File: src/rtl/uart_tx_sequencer_pkg.sv
// ----------------------------------------------------------------------------
// uart_tx_sequencer_pkg: shared types for the UART TX sequencer. Rev 1.0
// ----------------------------------------------------------------------------
`default_nettype none

package uart_tx_sequencer_pkg;

  typedef enum logic [2:0] {
    TXS_IDLE      = 3'd0,
    TXS_LOAD      = 3'd1,
    TXS_SEND      = 3'd2,
    TXS_WAIT_DONE = 3'd3,
    TXS_GAP       = 3'd4
  } tx_seq_state_t;

  // The gap counter must hold GAP_CYCLES itself; keep at least one bit when the gap is disabled.
  function automatic int gap_cnt_width(input int gap);
    return (gap < 1) ? 1 : $clog2(gap + 1);
  endfunction

endpackage

`default_nettype wire

File: src/rtl/uart_tx_sequencer_sync_fifo.sv
// ----------------------------------------------------------------------------
// sync_fifo: single-clock FIFO with registered count/full/empty flags. Rev 1.0
// ----------------------------------------------------------------------------
`default_nettype none

module sync_fifo #(
  parameter int DEPTH      = 8,
  parameter int DATA_WIDTH = 8
) (
  input  logic                    clk,
  input  logic                    rst,
  input  logic                    push,
  input  logic [DATA_WIDTH-1:0]   push_data,
  input  logic                    pop,
  output logic [DATA_WIDTH-1:0]   pop_data,
  output logic [$clog2(DEPTH):0]  count,
  output logic                    full,
  output logic                    empty
);

  localparam int AW = $clog2(DEPTH);
  localparam int CW = AW + 1;
  localparam logic [CW-1:0] FULL_COUNT = CW'(DEPTH);

  logic [DATA_WIDTH-1:0] mem [DEPTH];
  logic [AW-1:0]         wptr;
  logic [AW-1:0]         rptr;
  logic [CW-1:0]         count_nxt;
  logic                  do_push;
  logic                  do_pop;

  // A push while full is dropped even if a pop frees a slot in the same cycle.
  assign do_push  = push && !full;
  assign do_pop   = pop && !empty;
  assign pop_data = mem[rptr];

  always_comb begin
    count_nxt = count;
    if (do_push && !do_pop) begin
      count_nxt = count + CW'(1);
    end else if (!do_push && do_pop) begin
      count_nxt = count - CW'(1);
    end
  end

  always_ff @(posedge clk or posedge rst) begin
    if (rst) begin
      wptr  <= '0;
      rptr  <= '0;
      count <= '0;
      full  <= 1'b0;
      empty <= 1'b1;
    end else begin
      if (do_push) begin
        wptr <= wptr + AW'(1);
      end
      if (do_pop) begin
        rptr <= rptr + AW'(1);
      end
      count <= count_nxt;
      full  <= (count_nxt == FULL_COUNT);
      empty <= (count_nxt == '0);
    end
  end

  always_ff @(posedge clk) begin
    if (do_push) begin
      mem[wptr] <= push_data;
    end
  end

endmodule

`default_nettype wire

File: src/rtl/uart_tx_sequencer.sv
// ----------------------------------------------------------------------------
// uart_tx_sequencer: FIFO-buffered autonomous sequencer for the UART TX. Rev 1.0
// ----------------------------------------------------------------------------
`default_nettype none

module uart_tx_sequencer
  import uart_tx_sequencer_pkg::*;
#(
  parameter int DEPTH      = 8,
  parameter int DATA_WIDTH = 8,
  parameter int GAP_CYCLES = 2
) (
  input  logic                    clk,
  input  logic                    rst,
  input  logic                    wr_en,
  input  logic [DATA_WIDTH-1:0]   wr_data,
  input  logic                    clr_overflow,
  input  logic                    tx_done,
  output logic [DATA_WIDTH-1:0]   tx_data,
  output logic                    tx_data_en,
  output logic                    tx_send,
  output logic                    busy,
  output logic                    fifo_empty,
  output logic                    fifo_full,
  output logic [$clog2(DEPTH):0]  fifo_count,
  output logic                    overflow
);

  localparam int GW = gap_cnt_width(GAP_CYCLES);

  tx_seq_state_t          state;
  logic [GW-1:0]          gap_cnt;
  logic [DATA_WIDTH-1:0]  fifo_rd_data;
  logic                   pop;

  // The only pop point is the IDLE->LOAD transition.
  assign pop = (state == TXS_IDLE) && !fifo_empty;

  sync_fifo #(
    .DEPTH      (DEPTH),
    .DATA_WIDTH (DATA_WIDTH)
  ) u_fifo (
    .clk       (clk),
    .rst       (rst),
    .push      (wr_en),
    .push_data (wr_data),
    .pop       (pop),
    .pop_data  (fifo_rd_data),
    .count     (fifo_count),
    .full      (fifo_full),
    .empty     (fifo_empty)
  );

  always_ff @(posedge clk or posedge rst) begin
    if (rst) begin
      state      <= TXS_IDLE;
      gap_cnt    <= '0;
      tx_data    <= '0;
      tx_data_en <= 1'b0;
      tx_send    <= 1'b0;
      busy       <= 1'b0;
      overflow   <= 1'b0;
    end else begin
      tx_data_en <= 1'b0;
      tx_send    <= 1'b0;

      if (wr_en && fifo_full) begin
        overflow <= 1'b1;
      end else if (clr_overflow) begin
        overflow <= 1'b0;
      end

      // Strobes and busy are set on the edge entering a state so they align with it.
      case (state)
        TXS_IDLE: begin
          if (!fifo_empty) begin
            state      <= TXS_LOAD;
            tx_data    <= fifo_rd_data;
            tx_data_en <= 1'b1;
            busy       <= 1'b1;
          end
        end
        TXS_LOAD: begin
          state   <= TXS_SEND;
          tx_send <= 1'b1;
        end
        TXS_SEND: begin
          state <= TXS_WAIT_DONE;
        end
        TXS_WAIT_DONE: begin
          if (tx_done) begin
            if (GAP_CYCLES == 0) begin
              state <= TXS_IDLE;
              busy  <= 1'b0;
            end else begin
              state   <= TXS_GAP;
              gap_cnt <= GW'(GAP_CYCLES);
            end
          end
        end
        TXS_GAP: begin
          if (gap_cnt <= GW'(1)) begin
            state   <= TXS_IDLE;
            busy    <= 1'b0;
            gap_cnt <= '0;
          end else begin
            gap_cnt <= gap_cnt - GW'(1);
          end
        end
        default: begin
          state <= TXS_IDLE;
          busy  <= 1'b0;
        end
      endcase
    end
  end

endmodule

`default_nettype wire

File: config.mk
export PLATFORM = sky130hd
export DESIGN_NAME = uart_tx_sequencer
export DESIGN_NICKNAME = d
export VERILOG_FILES = /design/src/rtl/uart_tx_sequencer_pkg.sv /design/src/rtl/uart_tx_sequencer_sync_fifo.sv /design/src/rtl/uart_tx_sequencer.sv
export SDC_FILE = /design/constraint.sdc
export NUM_CORES = 1
export LEC_CHECK = 0
export ABC_AREA = 1
export BUFFER_PORTS_ARGS = -buffer_cell sky130_fd_sc_hd__buf_2
export CAP_MARGIN = 20
export CORE_MARGIN = 3
export CORE_UTILIZATION = 50
export DETAILED_ROUTE_END_ITERATION = 8
export PLACE_DENSITY = 0.68
export SETUP_SLACK_MARGIN = 0.4
export SYNTH_ARGS = -nofsm -noshare
export SYNTH_HDL_FRONTEND = slang
export SYNTH_SLANG_ARGS = --single-unit
File: constraint.sdc
create_clock -name clk -period 5.3 [get_ports clk]
set_clock_uncertainty 0.1 [all_clocks]
set_input_delay 0.265 -clock clk [delete_from_list [all_inputs] [get_ports clk]]
set_output_delay 0.265 -clock clk [all_outputs]
set_load 0.1 [all_outputs]
After elaboration in Yosys (flattened, before gate mapping) --
Memory sizes are Yosys's and may differ from the RTL's. A register that Yosys moved wholly into a read port is not among the register bits. Index checks and enable logic that the tools add are counted.
Storage, ports and cells: flip-flop bits (word level) 21, bits in writable memories 64, input bits 13, output and inout bits 18, word-level logic and storage cells 66, memories kept 1
Cells by class: add/subtract/negate cells 5, order comparisons 1, eq/ne operators 8, muxes and demuxes 19, bitwise gates (word level) 2, reduce and logical (&&, ||, !) cells 19
Memories:
- u_fifo.mem | words 8, bits a word 8, rd ports 1, clocked after memory_dff 1, wr ports 1, RTL line uart_tx_sequencer_sync_fifo.sv:25 | logic [DATA_WIDTH-1:0] mem [DEPTH];
Operators by type and width (number):
- $pmux W3 S5 | 1
- $mux W1 | 9
- $mux W3 | 3
- $mux W4 | 2
- $add A3 B1 Y3 const B | 2
- $eq A3 B2 Y1 const B | 2
- $logic_and A1 B1 Y1 | 6
- $ne A2 B2 Y1 const B | 3
- $reduce_and A3 Y1 | 2
- $add A4 B1 Y4 const B | 1
- $eq A4 B4 Y1 const B | 1
- $logic_not A1 Y1 | 4
- $logic_not A4 Y1 | 1
- $mux W2 | 2
- $pmux W2 S2 | 1
- $reduce_and A2 Y1 | 2
- $reduce_bool A2 Y1 | 2
- $sub A4 B1 Y4 const B | 1
- $eq A3 B1 Y1 const B | 1
- $eq A3 B3 Y1 const B | 1
- $logic_not A3 Y1 | 1
- $pmux W1 S3 | 1
- $reduce_or A3 Y1 | 1
- $le A2 B1 Y1 const B | 1
- 2 further kinds | 3

Logic depth before layout (Yosys ltp) --
depth in word-level cells 7, depth in mapped cells 10

By module --
A second synthesis with hierarchy kept.
Second synthesis, totals: cell total of the unflattened synthesis 365, area total of the unflattened synthesis 3888.7 um2
By module, submodules not included:
- sync_fifo | instances 1, cells an instance 290, area each 3196.8 um2, seq. area each 2223.4 um2
- uart_tx_sequencer | instances 1, cells an instance 75, area each 691.9 um2, seq. area each 425.4 um2

Least setup slack after synthesis --
Ideal clock, no wire load.
path type register -> register, start register u_fifo.full, end memory u_fifo.mem[4][0] (enable), setup time 0.370 ns, data arrival time 1.686 ns, required time 4.830 ns, slack 3.144 ns, cell stages (with the launch flop) 5, buffers on the path 0, clock period less this slack 2.156 ns, cell sequence dfrtp_1 inv_1 nand2_1 or2_2 nor2_1
On the way: cells in the longest elaborated chain, start to end 4
RTL lines:
- start: declaration | RTL line uart_tx_sequencer_sync_fifo.sv:17 | output logic full,
- start signal: assignment | RTL line uart_tx_sequencer_sync_fifo.sv:61 | full <= (count_nxt == FULL_COUNT);
- $logic_not A1 Y1 | RTL line uart_tx_sequencer_sync_fifo.sv:33 | assign do_push = push && !full;
- $logic_and A1 B1 Y1 | RTL line uart_tx_sequencer_sync_fifo.sv:33
- $mux W1 | RTL line uart_tx_sequencer_sync_fifo.sv:67 | if (do_push) begin
- $mux W1 (not written as such) | RTL line uart_tx_sequencer_sync_fifo.sv:68 | mem[wptr] <= push_data;
- end: declaration | RTL line uart_tx_sequencer_sync_fifo.sv:25
No other way between the ends.

==> impl_results.md <==
- Status: finished, final reports clean
- # setup viols final: 0
- CTS clk-pin slew, worst paths: about 0.090 ns
- H-Tree Depth: 3
- Final wirelength: between 7000 and 8000 um
- Design area: about 4300 um^2
- Flop2flop setup slack: 2.88 ns
- Diode count: 0
- Crit path kind: flip-flop to flip-flop
- Die area: about 8700 um^2
- Worst reg2reg path depth: 5
- Min-Delay Endpoint: overflow
- Reg-to-Reg End: tx_data[0]
- Post-synth cell types: 30
- Mux contribution to synthesized area: 0%
- Minimum clock period: ~2.4 ns
- Mapped Cells: about 330
- CTS Buf Count: 9
- Post-synth ARST share: just over 30%
- Yosys reg bits: 93
- Crit path launch type: flip-flop
- Nets: 375
- Fin cells: between 400 and 500
- Register area: 2650 um^2
- Final Cycle Share: roughly 46%
- Most used DFF post-synth: edfxtp_1
- GRT overflow: 0
- Layout cells sized above 1: 16.8%
- Num ports: 31
- WHS Path Cells: 3
- Initial Utilization: between 50% and 60%
- Multi-input logic area: between 1000 and 1500 um^2
- Area growth, synth to finish: 12.6%
- Root Driver: clkbuf_8
- XOR/XNOR Fraction of Synth Area: between 1.5 and 2%
- # Post-CTS Setup Buffers: 0
- Worst Setup SP: u_fifo.rptr[0]
- # DRC: 0
- Worst hold path type: input port to flip-flop
- Placer Congestion: a little over 0.8
- Sequential cell area fraction in the yosys report: between 60 and 70%
- Hold_buf cts: 2
- Ranking of synthesized cells by area: edfxtp_1 (50%), dfrtp_1 (18%), nor2_1 (5.4%)
- Crit path DAT: ~2.6 ns
- Post-DP Area: about 4100 um^2
- Placed Cells incl. Taps: about 440
- Post-CTS sizing: 0
- First-pass GRT wire length: approximately 12000 um
- Largest net degree at the start of global routing: 35
- DIE HEIGHT: ~93 um
- Mapped Avg Cell Area: approximately 12 um^2
- Gr usage total: 18.9%
- Skew-Pair Late Insertion Delay: 0.35 ns
- Routed len/inst: 16.1 um
- Most common cell in the netlist: edfxtp_1
- Buffers on Ports: 30
- Worst path required time: 5.44 ns
- Final hold vios: 0
- Compound-gate portion of the synthesized area: about a tenth
- Die X-Extent: a little over 90 um
- Hold_sp: wr_en
- Vias in the first global route: between 2k and 2.5k
- Core area: approximately 7300 um^2
- DR iter-0 viols: 172
- Worst r2r src: u_fifo.rptr[0]
- FMAX: slightly above 0.4 GHz
- DRT Pass-1 Iters: 4
- Synth top area share: around half
- Syn nets: 343
- Worst-path maximum fanout: 34
- Worst setup margin: ~2.9 ns
- Number of synthesized flops with an enable pin: 64
- Top cells by count, synth: edfxtp_1 (64), nor2_1 (55), nand2_1 (52)
- Final TNS setup: 0 ns
- CTS tree: done
- Final ANT Viol Nets: 0
- Largest family of logic cells by synthesized area: simple AND/OR/NAND/NOR gates
- Cell taking the most area after synthesis: edfxtp_1
- Fin. max-slew vios: 0
- Maximum root-to-sink buffer count: 2
- Warning count from the yosys run: 0
- HPWL after DPL: between 4000 and 5000 um
- Vias: around 2.5k
- Drt via density: 5.32
- Worst-Margin Slew: 1.02 ns
- Post-Synth Simple-Gate Area: roughly 14%
- Pre-CTS setup slack: 2.94 ns
- Mapped Area: roughly 3800 um^2
- TritonCTS sink count: between 90 and 100
- Worst setup EP type: flip-flop
- Filler cell count: 588
- Slew HR: 32.1%
- Max-cap violation count: 0
- Std cell rows: 31
- RSZ-0062 raised after global routing: false
- Initial antenna violation count: 0
- Area share of fa/ha/maj cells after synthesis: 1.31%
-- layer usage --
layer / up-vias / global-route usage (%) / wire length [um]
li1: 1197 / - / -
met1: 1181 / 25.7 / 3220
met2: 77 / 29.5 / 3650
met3: 2 / 4.18 / 516
met4: 0 / 7.69 / 37
met5: - / 0 / 0
-- how the worst max path moves through the flow --
stage                  endpoint  slack, ns  depth (start not counted)
3_3_place_gp         tx_data[0]       3.01                          5
3_5_place_dp         tx_data[6]       2.94                          5
4_1_cts              tx_data[6]       2.93                          5
6_report             tx_data[0]       2.88                          5
2_1_floorplan  u_fifo.mem[4][0]       3.14                          4
5_1_grt              tx_data[3]       2.60                          5
-- stage by stage --
stage / hold WS, ns / util, %
CTS: 0.0194 / 58.5
detailed placement: 0.162 / 55.3
floorplan: 0.242 / -
global route: 0.0583 / 58.5
finish: 0.0387 / 58.5
global placement: 0.355 / 54.9
-- cell usage in the layout (no fill, tap or decap), drive strengths merged, types with 3 or more instances in the layout --
cell,netlist,layout
o211ai,16,16
clkinv,0,3
buf,8,31
xor2,5,5
o21ai,38,38
edfxtp,64,64
a21oi,3,3
ha,4,4
o22ai,8,8
nand2,56,56
nor2,58,58
inv,21,22
nand3,5,5
dfrtp,28,28
clkbuf,4,10
-- registers in the layout, summed over array words and instances (netlist names) --
| signal | cells |
|---|---|
| tx_data | 8 |
| overflow | 1 |
| state | 3 |
| u_fifo.full | 1 |
| tx_data_en | 1 |
| u_fifo.count | 4 |
| u_fifo.rptr | 3 |
| u_fifo.mem | 64 |
| u_fifo.empty | 1 |
| u_fifo.wptr | 3 |
| tx_send | 1 |
| busy | 1 |
| gap_cnt | 2 |
-- layout make-up --
cell class | count | area share, %
clock buffer | 10 | 2.98
clock inverter | 6 | 2.01
inverter | 21 | 1.84
multi-input combinational | 200 | 23.9
sequential | 93 | 61.8
tap | 99 | 2.89
timing repair buffer | 33 | 4.61
-- worst max-delay path: stages, from the launching register on --
cell	delay, ns
dfrtp_1	1.02
inv_2	0.49
o21ai_0	0.30
o22ai_1	0.09
o211ai_1	0.23
nand2_1	0.07
-- logic make-up after synthesis --
family          after synthesis
flops                        93
fa+ha+maj                     4
xor+xnor                      7
buf+inv                      33
compound gates               66
simple gates                123
Power is not shown: default switching activity piles up to over one toggle a cycle in this logic, so the estimate is an artifact.
